### config.mk
export PLATFORM = sky130hd
export DESIGN_NAME = instr_ahbl_master
export DESIGN_NICKNAME = d
export VERILOG_FILES = /design/src/rtl/instr_ahbl_master.sv
export SDC_FILE = /design/constraint.sdc
export NUM_CORES = 1
export LEC_CHECK = 0
export CAP_MARGIN = 25
export CORE_MARGIN = 4
export CORE_UTILIZATION = 23
export DETAILED_ROUTE_END_ITERATION = 8
export PLACE_DENSITY = 0.95
export SLEW_MARGIN = 20
export SYNTH_ARGS = -nofsm -noshare
export SYNTH_HDL_FRONTEND = slang
export SYNTH_SLANG_ARGS = --single-unit
### constraint.sdc
create_clock -name clk -period 3.62 [get_ports clk]
set_input_delay 0.543 -clock clk [delete_from_list [all_inputs] [get_ports clk]]
set_output_delay 0.543 -clock clk [all_outputs]
set_load 0.02 [all_outputs]
### src/rtl/instr_ahbl_master.sv
// instr_ahbl_master: bridges the core instruction-fetch req/gnt/rvalid interface onto
// single-beat AHB-Lite reads. The address phase of fetch N+1 overlaps the data phase of fetch N,
// with at most one transfer outstanding.
// Optional feature macro: FETCH_MISALIGN_CHK_EN (misaligned fetches answered with err, no bus
// transfer issued).
module instr_ahbl_master #(
   parameter int unsigned ADDR_WIDTH = 32,
   parameter int unsigned DATA_WIDTH = 32,
   parameter logic [3:0]  HPROT_VAL  = 4'b0010
) (
   input  logic                  clk,
   input  logic                  rst,
   // core fetch interface
   input  logic                  instr_req,
   input  logic [ADDR_WIDTH-1:0] instr_addr,
   output logic                  instr_gnt,
   output logic                  instr_rvalid,
   output logic [DATA_WIDTH-1:0] instr_rdata,
   output logic                  instr_err,
   // AHB-Lite master
   output logic [ADDR_WIDTH-1:0] ahbl_haddr,
   output logic [1:0]            ahbl_htrans,
   output logic [2:0]            ahbl_hsize,
   output logic [2:0]            ahbl_hburst,
   output logic                  ahbl_hwrite,
   output logic [3:0]            ahbl_hprot,
   output logic                  ahbl_hmastlock,
   output logic [DATA_WIDTH-1:0] ahbl_hwdata,
   input  logic [DATA_WIDTH-1:0] ahbl_hrdata,
   input  logic                  ahbl_hready,
   input  logic                  ahbl_hresp
);

   localparam logic [1:0] HTRANS_IDLE   = 2'b00;
   localparam logic [1:0] HTRANS_NONSEQ = 2'b10;

   // DP_ERR1: first cycle of a two-cycle ERROR seen; DP_LERR: locally rejected fetch pending.
   typedef enum logic [1:0] {DP_NONE, DP_BUSY, DP_ERR1, DP_LERR} dp_state_t;

   dp_state_t dp_state;
   logic      can_issue;
   logic      addr_ok;
   logic      issue;

`ifdef FETCH_MISALIGN_CHK_EN
   assign addr_ok = (instr_addr[1:0] == 2'b00);
`else
   // Low address bits are ignored: every fetch is a word fetch.
   logic unused_addr_lsb;
   assign unused_addr_lsb = ^instr_addr[1:0];
   assign addr_ok         = 1'b1;
`endif

   // Address phase: new grants only when the bus is ready and not inside an error response.
   assign can_issue   = ahbl_hready && (dp_state != DP_ERR1) && !rst;
   assign instr_gnt   = instr_req && can_issue;
   assign issue       = instr_gnt && addr_ok;
   assign ahbl_htrans = issue ? HTRANS_NONSEQ : HTRANS_IDLE;

   assign ahbl_haddr     = {instr_addr[ADDR_WIDTH-1:2], 2'b00};
   assign ahbl_hsize     = 3'b010;
   assign ahbl_hburst    = 3'b000;
   assign ahbl_hwrite    = 1'b0;
   assign ahbl_hprot     = HPROT_VAL;
   assign ahbl_hmastlock = 1'b0;
   assign ahbl_hwdata    = '0;

   // Data-phase tracker: advances on ready cycles; ERR1 always completes the error sequence.
   always_ff @(posedge clk or posedge rst) begin
      if (rst) begin
         dp_state <= DP_NONE;
      end else if (ahbl_hready || (dp_state == DP_ERR1)) begin
         if (instr_gnt) begin
            dp_state <= addr_ok ? DP_BUSY : DP_LERR;
         end else begin
            dp_state <= DP_NONE;
         end
      end else if ((dp_state == DP_BUSY) && ahbl_hresp) begin
         dp_state <= DP_ERR1;
      end
   end

   // Response to the core, returned in the cycle the data phase completes.
   always_comb begin
      instr_rvalid = 1'b0;
      instr_err    = 1'b0;
      instr_rdata  = '0;
      if (!rst && ahbl_hready) begin
         unique case (dp_state)
            DP_BUSY: begin
               instr_rvalid = 1'b1;
               // hresp with hready in the first cycle is a protocol violation; report it as error
               instr_err    = ahbl_hresp;
               instr_rdata  = ahbl_hresp ? '0 : ahbl_hrdata;
            end
            DP_ERR1: begin
               instr_rvalid = ahbl_hresp;
               instr_err    = ahbl_hresp;
            end
            DP_LERR: begin
               instr_rvalid = 1'b1;
               instr_err    = 1'b1;
            end
            default: ;
         endcase
      end
   end

endmodule
==> flow_summary.json, run 1 <==
{
  "layout-drive-gt1-share_pct": 21.59,
  "ys_ff_latch": 2,
  "hold_violations": 0,
  "period_share_pct": 81.81,
  "synth_enable_flop_cells": 0,
  "crit_top_cell": "clkdlybuf4s50_1",
  "crit_arrival_ns": 2.42,
  "grt_pass1_wl_mm": 3.608,
  "diodes": 0,
  "dr.pass1.iters": 3,
  "final_nets": 251,
  "postPlaceCellArea_mm2": 0.001404,
  "drv_slew": 0,
  "p_sw_share_pct": 36.98,
  "switchingPower_uw": 85.23,
  "dr_total_vias": 799,
  "cts_resized": 0,
  "maxCapViolCount": 0,
  "drc": 0,
  "insertion_delay_ns": 0.21,
  "cp-startpoint": "ahbl_hready",
  "areaGrowthSynthToFinish_pct": 38.66,
  "path_depth": 6,
  "wl_per_cell_um": 12.91,
  "max_stage_delay_ns": 0.62,
  "drt_iter0_markers": 1,
  "synth_simple_gate_area_share_pct": 28.57,
  "postLayoutCellArea_mm2": 0.001445,
  "outcome": "completed",
  "syn_inst": 136,
  "synthMuxAreaShare_pct": 0,
  "min_period_ns": 2.961,
  "die_width_um": 75.32,
  "ant_nets": 0,
  "setup_violations": 0,
  "overflow": 0,
  "critical_path.cell_chain": "clkdlybuf4s50_1 -> nand2b_2 -> nor3b_4 -> buf_4 -> and2_2 -> clkdlybuf4s50_1",
  "multi_input_area_um2": 549.3,
  "grt_pass1_vias": 725,
  "largest_reg_flops": 2,
  "yosysTopAreaCellShare_pct": 56.18,
  "vias_per_cell": 3.504,
  "critPathCaptureType": "output port",
  "hp-class": "input port to async pin",
  "postCtsHoldBufs": 0,
  "p_comb_share_pct": 51.5,
  "seq_area_frac_synth_pct": 4.802,
  "grt_max_degree": 33,
  "syn_area_mm2": 0.001042,
  "clock_skew_ns": 0.001150,
  "p_int_uw": 145.2,
  "synth-xor-area-share_pct": 0,
  "cp_max_fo": 32,
  "synth_top_family_by_area": "buffers and inverters",
  "clock-sinks": 2,
  "rrSetupSlack_ns": 2.45,
  "ios": 182,
  "slowest_stage": "clkdlybuf4s50_1",
  "cts_buffers": 3,
  "cts_max_path_buffers": 2,
  "clkTransAtPathRegs_ns": 0.03,
  "r2r_start": "dp_state[1]",
  "wl_mm": 2.943,
  "fin_setup_tns_ns": 0,
  "antenna_found_initial": 0,
  "clock_power_share_pct": 37.3,
  "power.leakage_nw": 0.6540,
  "clockRootBuffer": "clkbuf_8",
  "required_ns": 3.08,
  "synth_top_area_cell": "buf_4",
  "synth_commonest_cells": "buf_4 (78), and2_2 (32), ha_1 (4), clkbuf_2 (3), inv_1 (3)",
  "seqCellArea_um2": 50.05,
  "die-area_mm2": 0.005672,
  "r2r-end": "dp_state[1]",
  "setup_slack_ns": 0.6586,
  "dpl_worst_slack_ns": 0.6358,
  "die_y_um": 75.32,
  "cts_tree": "built",
  "reg_top3": "dp_state x2",
  "core.rowCount": 24,
  "peakVddDrop_mv": 0.08677,
  "worstSetupEndpoint": "instr_rdata[28]",
  "powerDensity_mw_per_mm2": 159.5,
  "htree_levels": 1,
  "ff2ff_path_depth": 4,
  "core_mm2": 0.004384,
  "crit_buf_inv": 3,
  "ys.flop_type": "dfrtp_1",
  "max_freq_mhz": 337.7,
  "largest-register": "dp_state",
  "yosys_warnings": 0,
  "dp_hpwl_mm": 2.530,
  "synth_area_leaders": "buf_4 (56%), and2_2 (23%), dfrtp_1 (4.8%)",
  "n_fill_cell": 465,
  "yosysMostFrequentCell": "buf_4",
  "synth.avg_cell_area_um2": 7.664,
  "grtUsageTotal_pct": 8.595,
  "power_frac_seq_pct": 11.2,
  "portBuffers": 72,
  "rsz0062_at_grt": "no",
  "synth-compound-area-share_pct": 2.401,
  "start_util_pct": 23.77,
  "yosys.cell_types.count": 16,
  "cts_setup_buffers": 0,
  "async_flop_share_pct": 100.0,
  "worstSetupPathType": "input port to output port",
  "synth-adder-area-share_pct": 4.802,
  "gp_congestion": 0.7745,
  "crit_path_start_kind": "input port",
  "cp_top_family": "buffers and inverters"
}
-- through the flow --
step | std cells | power (mW) | utilization [%] | hold WS (ns)
3_5_place_dp | 225 | 0.1435 | 32.02 | 0.6177
3_3_place_gp | 225 | 0.1413 | 32.02 | 0.5848
6_report | 228 | 0.2305 | 32.96 | 0.5284
4_1_cts | 228 | 0.2337 | 32.96 | 0.5314
2_1_floorplan | 181 | 0.1794 | - | 0.2927
5_1_grt | 228 | 0.2441 | 32.96 | 0.5630
-- worst register-to-register path, cell delays in order (launching register included) --
cell and delay (ns):
dfrtp_1 0.38, inv_1 0.11, ha_1 0.20, nand2_1 0.09
a211oi_1 0.29
-- how the worst min path moves through the flow --
| stage | depth (start not counted) | end |
|---|---|---|
| 2_1_floorplan | 1 | dp_state[0] |
| 3_3_place_gp | 2 | dp_state[0] |
| 3_5_place_dp | 2 | dp_state[0] |
| 4_1_cts | 2 | dp_state[0] |
| 5_1_grt | 2 | dp_state[0] |
| 6_report | 2 | dp_state[0] |
-- logic make-up after synthesis --
| family | after synthesis |
|---|---|
| AO/OA/AOI/OAI | 4 |
| adder cells (fa/ha/maj) | 4 |
| buffers and inverters | 84 |
| flip-flops | 2 |
| other | 2 |
| AND/OR/NAND/NOR | 40 |
-- layout by cell type (no fill, tap or decap) --
master / instances
conb_1: 47
clkdlybuf4s50_1: 72
dfrtp_1: 2
nand3b_1: 1
nand2b_2: 1
nand3_1: 1
nor3_1: 2
buf_4: 1
clkbuf_8: 3
and2_2: 32
inv_1: 3
a211oi_1: 2
nand2_1: 1
nor3b_4: 1
ha_1: 4
a21oi_1: 2
nor2_1: 1
-- power by group through the flow --
stage	Sequential, mW	Clock (mW)	Combinational [mW]
after floorplan	0.0258	0	0.154
after global routing	0.0264	0.0897	0.128
after global placement	0.0258	0	0.116
final	0.0259	0.0859	0.119
after CTS	0.0259	0.0895	0.118
after detailed placement	0.0261	0	0.117
-- area by class of cell --
type	instances	share of cell area [%]
Timing Repair Buffer	73	50.39
Multi-Input combinational cell	95	38.01
Tap cell	52	4.502
Sequential cell	2	3.463
Clock buffer	3	2.857
Inverter	3	0.7792
-- metal layers --
| metal | global-route usage, % | up-vias | wire (µm) |
|---|---|---|---|
| li1 | - | 368 | - |
| met1 | 7.278 | 338 | 771 |
| met2 | 15.44 | 71 | 1453 |
| met3 | 4.222 | 22 | 603 |
| met4 | 6.214 | 0 | 114 |
| met5 | 0 | - | 0 |
(Power assumes the default switching activity.)
==> run 2, diff against run 1 <==
Settings changed: CORE_UTILIZATION 23 to 21, PLACE_DENSITY 0.95 to 0.92.
Clock period 3.62 ns to 2.75 ns, I/O delays scaled along.
==> run 2 against run 1 <==
  * Combinational power increased by 34%
  * First-iteration DRC count stayed put
  * Power rose by 33%
  * Sequential share of layout area is 0.11 points lower
  * Non-clock buffer count up 2
  * Clock power increased by 33%
  * Global-route usage fell by 1.0 points
  * Via count increased by 2.9%
  * Die area increased by 8.5%
  * Setup slack lost 0.54 ns
  * Routed wire length shrank 5.9%
  * Largest power group unchanged
  * Highest routed layer unchanged
==> flow_summary.json, run 2 (synthesis results as in run 1) <==
{
  "core_mm2": 0.004755,
  "cts_resized": 0,
  "critPathCaptureType": "output port",
  "crit_path_start_kind": "input port",
  "ff2ff_path_depth": 4,
  "power_uw": 306.9,
  "wl_mm": 2.768,
  "cts_buffers": 3,
  "layout-drive-gt1-share_pct": 22.47,
  "gp_congestion": 0.6900,
  "die_y_um": 78.45,
  "dr.pass1.iters": 2,
  "vias_per_cell": 3.355,
  "setup_violations": 0,
  "final_common_cell": "clkdlybuf4s50_1",
  "hold_ws_ns": 0.3945,
  "htree_levels": 1,
  "cp_top_family": "buffers and inverters",
  "cts_tree": "built",
  "n_fill_cell": 505,
  "die-area_mm2": 0.006154,
  "maxCapViolCount": 0,
  "worstSetupPathType": "input port to output port",
  "fin_setup_tns_ns": 0,
  "areaGrowthSynthToFinish_pct": 43.10,
  "period_share_pct": 95.70,
  "dr_total_vias": 822,
  "dp_hpwl_mm": 2.468,
  "diodes": 0,
  "clkTransAtPathRegs_ns": 0.03,
  "fin_cells": 245,
  "largest_reg_flops": 2,
  "overflow": 0,
  "max_stage_delay_ns": 0.62,
  "path_depth": 6,
  "start_util_pct": 21.92,
  "portBuffers": 72,
  "max_freq_mhz": 380.0,
  "final_util_pct": 31.37,
  "largest-register": "dp_state",
  "setup_slack_ns": 0.1182,
  "drt_iter0_markers": 1,
  "final_nets": 253,
  "cp_max_fo": 32,
  "outcome": "completed",
  "r2r-end": "dp_state[1]",
  "postPlaceCellArea_mm2": 0.001450,
  "grtUsageTotal_pct": 7.591,
  "powerDensity_mw_per_mm2": 205.8,
  "cts_max_path_buffers": 2,
  "dpl_worst_slack_ns": 0.07477,
  "critical_path.cell_chain": "clkdlybuf4s50_1 -> nand2b_2 -> nor3b_4 -> buf_12 -> and2_2 -> clkdlybuf4s50_1",
  "placed_cells": 242,
  "worstSetupEndpoint": "instr_rdata[9]",
  "reg_top3": "dp_state x2",
  "postCtsHoldBufs": 0,
  "insertion_delay_ns": 0.21,
  "final_cell_mix": "clkdlybuf4s50_1 (72), conb_1 (47), and2_2 (32), ha_1 (4)",
  "rsz0062_at_grt": "no",
  "power.leakage_nw": 0.6660,
  "r2r_start": "dp_state[1]",
  "ios": 182,
  "clock_skew_ns": 0.0006457,
  "grt_pass1_vias": 740,
  "grt_pass1_wl_mm": 3.767,
  "clock-sinks": 2,
  "antenna_found_initial": 0,
  "clockRootBuffer": "clkbuf_8",
  "required_ns": 2.34,
  "peakVddDrop_mv": 0.3341,
  "crit_buf_inv": 3,
  "grt_max_degree": 33,
  "postLayoutCellArea_mm2": 0.001491,
  "ant_nets": 0,
  "drv_slew": 0,
  "hp-class": "input port to async pin",
  "cp-startpoint": "rst",
  "slowest_stage": "clkdlybuf4s50_1",
  "hold_violations": 0,
  "drc": 0,
  "crit_arrival_ns": 2.22,
  "min_period_ns": 2.632,
  "core.rowCount": 25,
  "cts_setup_buffers": 0,
  "crit_top_cell": "clkdlybuf4s50_1",
  "die_width_um": 78.45,
  "rrSetupSlack_ns": 1.65,
  "wl_per_cell_um": 11.30
}
==> run 2: changes by cell type in the layout (fill, tap and decap cells not counted) <==
cell	delta
buf_12	+1
buf_4	+1
==> run 2: power by group <==
part,internal (mW),leakage (nW),switching (mW)
logic,0.0693,0.618,0.0897
registers,0.0319,0.0268,0.00216
clock network,0.0924,0.0216,0.0215
total,0.194,0.666,0.113
==> run 2: worst min-delay path by stage <==
stage	start	to	depth (start not counted)
4_1_cts	rst	dp_state[0]	2
5_1_grt	rst	dp_state[1]	2
2_1_floorplan	rst	dp_state[0]	1
3_5_place_dp	dp_state[0]	dp_state[0]	2
6_report	rst	dp_state[0]	2
3_3_place_gp	rst	dp_state[0]	2
==> run 2: routing by layer <==
layer	vias up	wire length (µm)	part of all wire, %	global-route usage, %
li1	373	-	-	-
met1	354	918	33	8.248
met2	79	1287	46	12.33
met3	16	497	18	3.555
met4	0	65	2.3	3.846
met5	-	0	0	0
==> run 2: final cells by class <==
class | count | area [µm²] | area share, %
multi-input combinational | 95 | 549.3 | 36.83
inverter | 3 | 11.26 | 0.7550
tap | 67 | 83.83 | 5.621
sequential | 2 | 50.05 | 3.356
clock buffer | 3 | 41.29 | 2.768
timing repair buffer | 75 | 755.7 | 50.67
==> run 3, diff against run 2 <==
Settings changed: CORE_MARGIN 4 to 1.5, SETUP_SLACK_MARGIN set to 0.15.
==> run 3 against run 2 <==
  * Clock skew up 0.0029 ns
  * Critical path depth unchanged
  * Final cell count down 0.82%
  * Routed wire length down 19%
  * Register-to-register slack worse by 0.03 ns
  * Clock power about the same
  * Core utilization down 1.2 points
  * Via count down 3.9%
  * Highest routed layer unchanged
==> flow_summary.json, run 3 (synthesis results as in run 1) <==
{
  "hold_violations": 0,
  "max_freq_mhz": 424.0,
  "outcome": "completed",
  "maxCapViolCount": 0,
  "crit_arrival_ns": 1.95,
  "clockRootBuffer": "clkbuf_8",
  "r2r_start": "dp_state[1]",
  "rrSetupSlack_ns": 1.62,
  "dpl_worst_slack_ns": 0.1118,
  "die_y_um": 73.45,
  "r2r-end": "dp_state[1]",
  "busiest_layer": "met2",
  "hold_ws_ns": 0.3847,
  "clock_power_share_pct": 38.2,
  "grt_max_degree": 33,
  "setup_slack_ns": 0.3916,
  "largest-register": "dp_state",
  "core.rowCount": 25,
  "dr.pass1.iters": 2,
  "required_ns": 2.34,
  "largest_reg_flops": 2,
  "grt_util_met1_pct": 6.563,
  "fin_cells": 243,
  "layout-drive-gt1-share_pct": 21.59,
  "grtUsageTotal_pct": 6.795,
  "power_frac_seq_pct": 11.4,
  "cp_max_fo": 32,
  "cts_max_path_buffers": 2,
  "final_util_pct": 30.21,
  "diodes": 0,
  "hp-class": "input port to async pin",
  "final_common_cell": "conb_1",
  "rsz0062_at_grt": "no",
  "gp_congestion": 0.7399,
  "vias_per_cell": 3.251,
  "crit_path_start_kind": "input port",
  "period_share_pct": 85.76,
  "dr_total_vias": 790,
  "drt_iter0_markers": 13,
  "ant_nets": 0,
  "clock-sinks": 2,
  "portBuffers": 72,
  "die_width_um": 73.45,
  "dp_hpwl_mm": 1.948,
  "insertion_delay_ns": 0.21,
  "p_comb_share_pct": 50.5,
  "clkTransAtPathRegs_ns": 0.03,
  "switchingPower_uw": 112.0,
  "overflow": 0,
  "antenna_found_initial": 0,
  "critical_path.cell_chain": "clkdlybuf4s50_1 -> nand2b_2 -> nor3b_4 -> buf_12 -> and2_2 -> dlygate4sd2_1",
  "max_stage_delay_ns": 0.53,
  "setup_violations": 0,
  "p_int_uw": 188.4,
  "p_sw_share_pct": 37.29,
  "clock_skew_ns": 0.003584,
  "reg_top3": "dp_state x2",
  "critPathCaptureType": "output port",
  "grt_pass1_vias": 630,
  "peakVddDrop_mv": 0.1001,
  "htree_levels": 1,
  "die-area_mm2": 0.005395,
  "cts_setup_buffers": 0,
  "start_util_pct": 21.92,
  "grt_use_met2_pct": 10.81,
  "powerDensity_mw_per_mm2": 209.1,
  "wl_mm": 2.241,
  "min_period_ns": 2.358,
  "wl_per_cell_um": 9.222,
  "slowest_stage": "clkdlybuf4s50_1",
  "power.leakage_nw": 0.8100,
  "worstSetupPathType": "input port to output port",
  "ff2ff_path_depth": 4,
  "cts_buffers": 3,
  "grtUsageMet3_pct": 4.390,
  "drc": 0,
  "final_cell_mix": "conb_1 (47), clkdlybuf4s50_1 (40), and2_2 (32), dlygate4sd2_1 (32), ha_1 (4)",
  "final_nets": 251,
  "grt_pass1_wl_mm": 2.808,
  "drv_slew": 0,
  "ios": 182,
  "areaGrowthSynthToFinish_pct": 37.82,
  "placed_cells": 240,
  "fin_setup_tns_ns": 0,
  "n_fill_cell": 521,
  "cts_tree": "built",
  "core_mm2": 0.004755
}
-- run 3: cell types whose count changed in the layout (fill, tap and decap cells not counted), sizes merged --
cell           previous run  this run
buf                       3         1
clkdlybuf4s50            72        40
dlygate4sd2               0        32
-- run 3: layout make-up --
type | count | area [µm²] | share of cell area [%]
repair buffers | 73 | 700.7 | 48.78
multi-input cells | 95 | 549.3 | 38.24
well taps | 67 | 83.83 | 5.836
flip-flops and latches | 2 | 50.05 | 3.484
clock buffers | 3 | 41.29 | 2.875
inverters | 3 | 11.26 | 0.7840
-- run 3: worst max path at each step --
stage / cells past startpoint / to / slack (ns) / startpoint
6_report: 6 / instr_rdata[19] / 0.39 / ahbl_hready
5_1_grt: 6 / instr_rdata[14] / 0.31 / ahbl_hready
4_1_cts: 6 / instr_rdata[5] / 0.38 / ahbl_hready
3_5_place_dp: 6 / instr_rdata[19] / 0.11 / ahbl_hready
3_3_place_gp: 6 / instr_rdata[9] / 0.13 / ahbl_hready
2_1_floorplan: 5 / instr_rdata[0] / 1.10 / dp_state[1]
-- run 3: power groups by stage --
| stage | sequential (mW) | clock (mW) | combinational [mW] |
|---|---|---|---|
| after floorplan | 0.0339 | 0 | 0.202 |
| after global placement | 0.0341 | 0 | 0.152 |
| after detailed placement | 0.0344 | 0 | 0.154 |
| after CTS | 0.0342 | 0.119 | 0.152 |
| after global routing | 0.0345 | 0.122 | 0.163 |
| final | 0.0342 | 0.115 | 0.152 |
-- run 3: what timing repair did --
item,4_1_cts,5_1_grt
hold buffers,0,0
resized for setup,32,0
endpoints found under the setup margin,32,0
-- run 3: layer usage --
metal,up-vias,wire (µm)
met5,-,0
met4,0,50
met3,14,371
met2,69,1055
met1,337,765
li1,370,-
-- run 3: critical path: cells and delay by family --
kind / cells / cell delay [ns]
buffers and inverters: 3 / 1.05
AND/OR/NAND/NOR: 3 / 0.48
-- run 3: per-stage QoR --
step / area (µm²) / power (mW)
6_report: 1436 / 0.3004
2_1_floorplan: 1211 / 0.2362
3_5_place_dp: 1435 / 0.1888
5_1_grt: 1436 / 0.3197
4_1_cts: 1436 / 0.3044
3_3_place_gp: 1435 / 0.1864
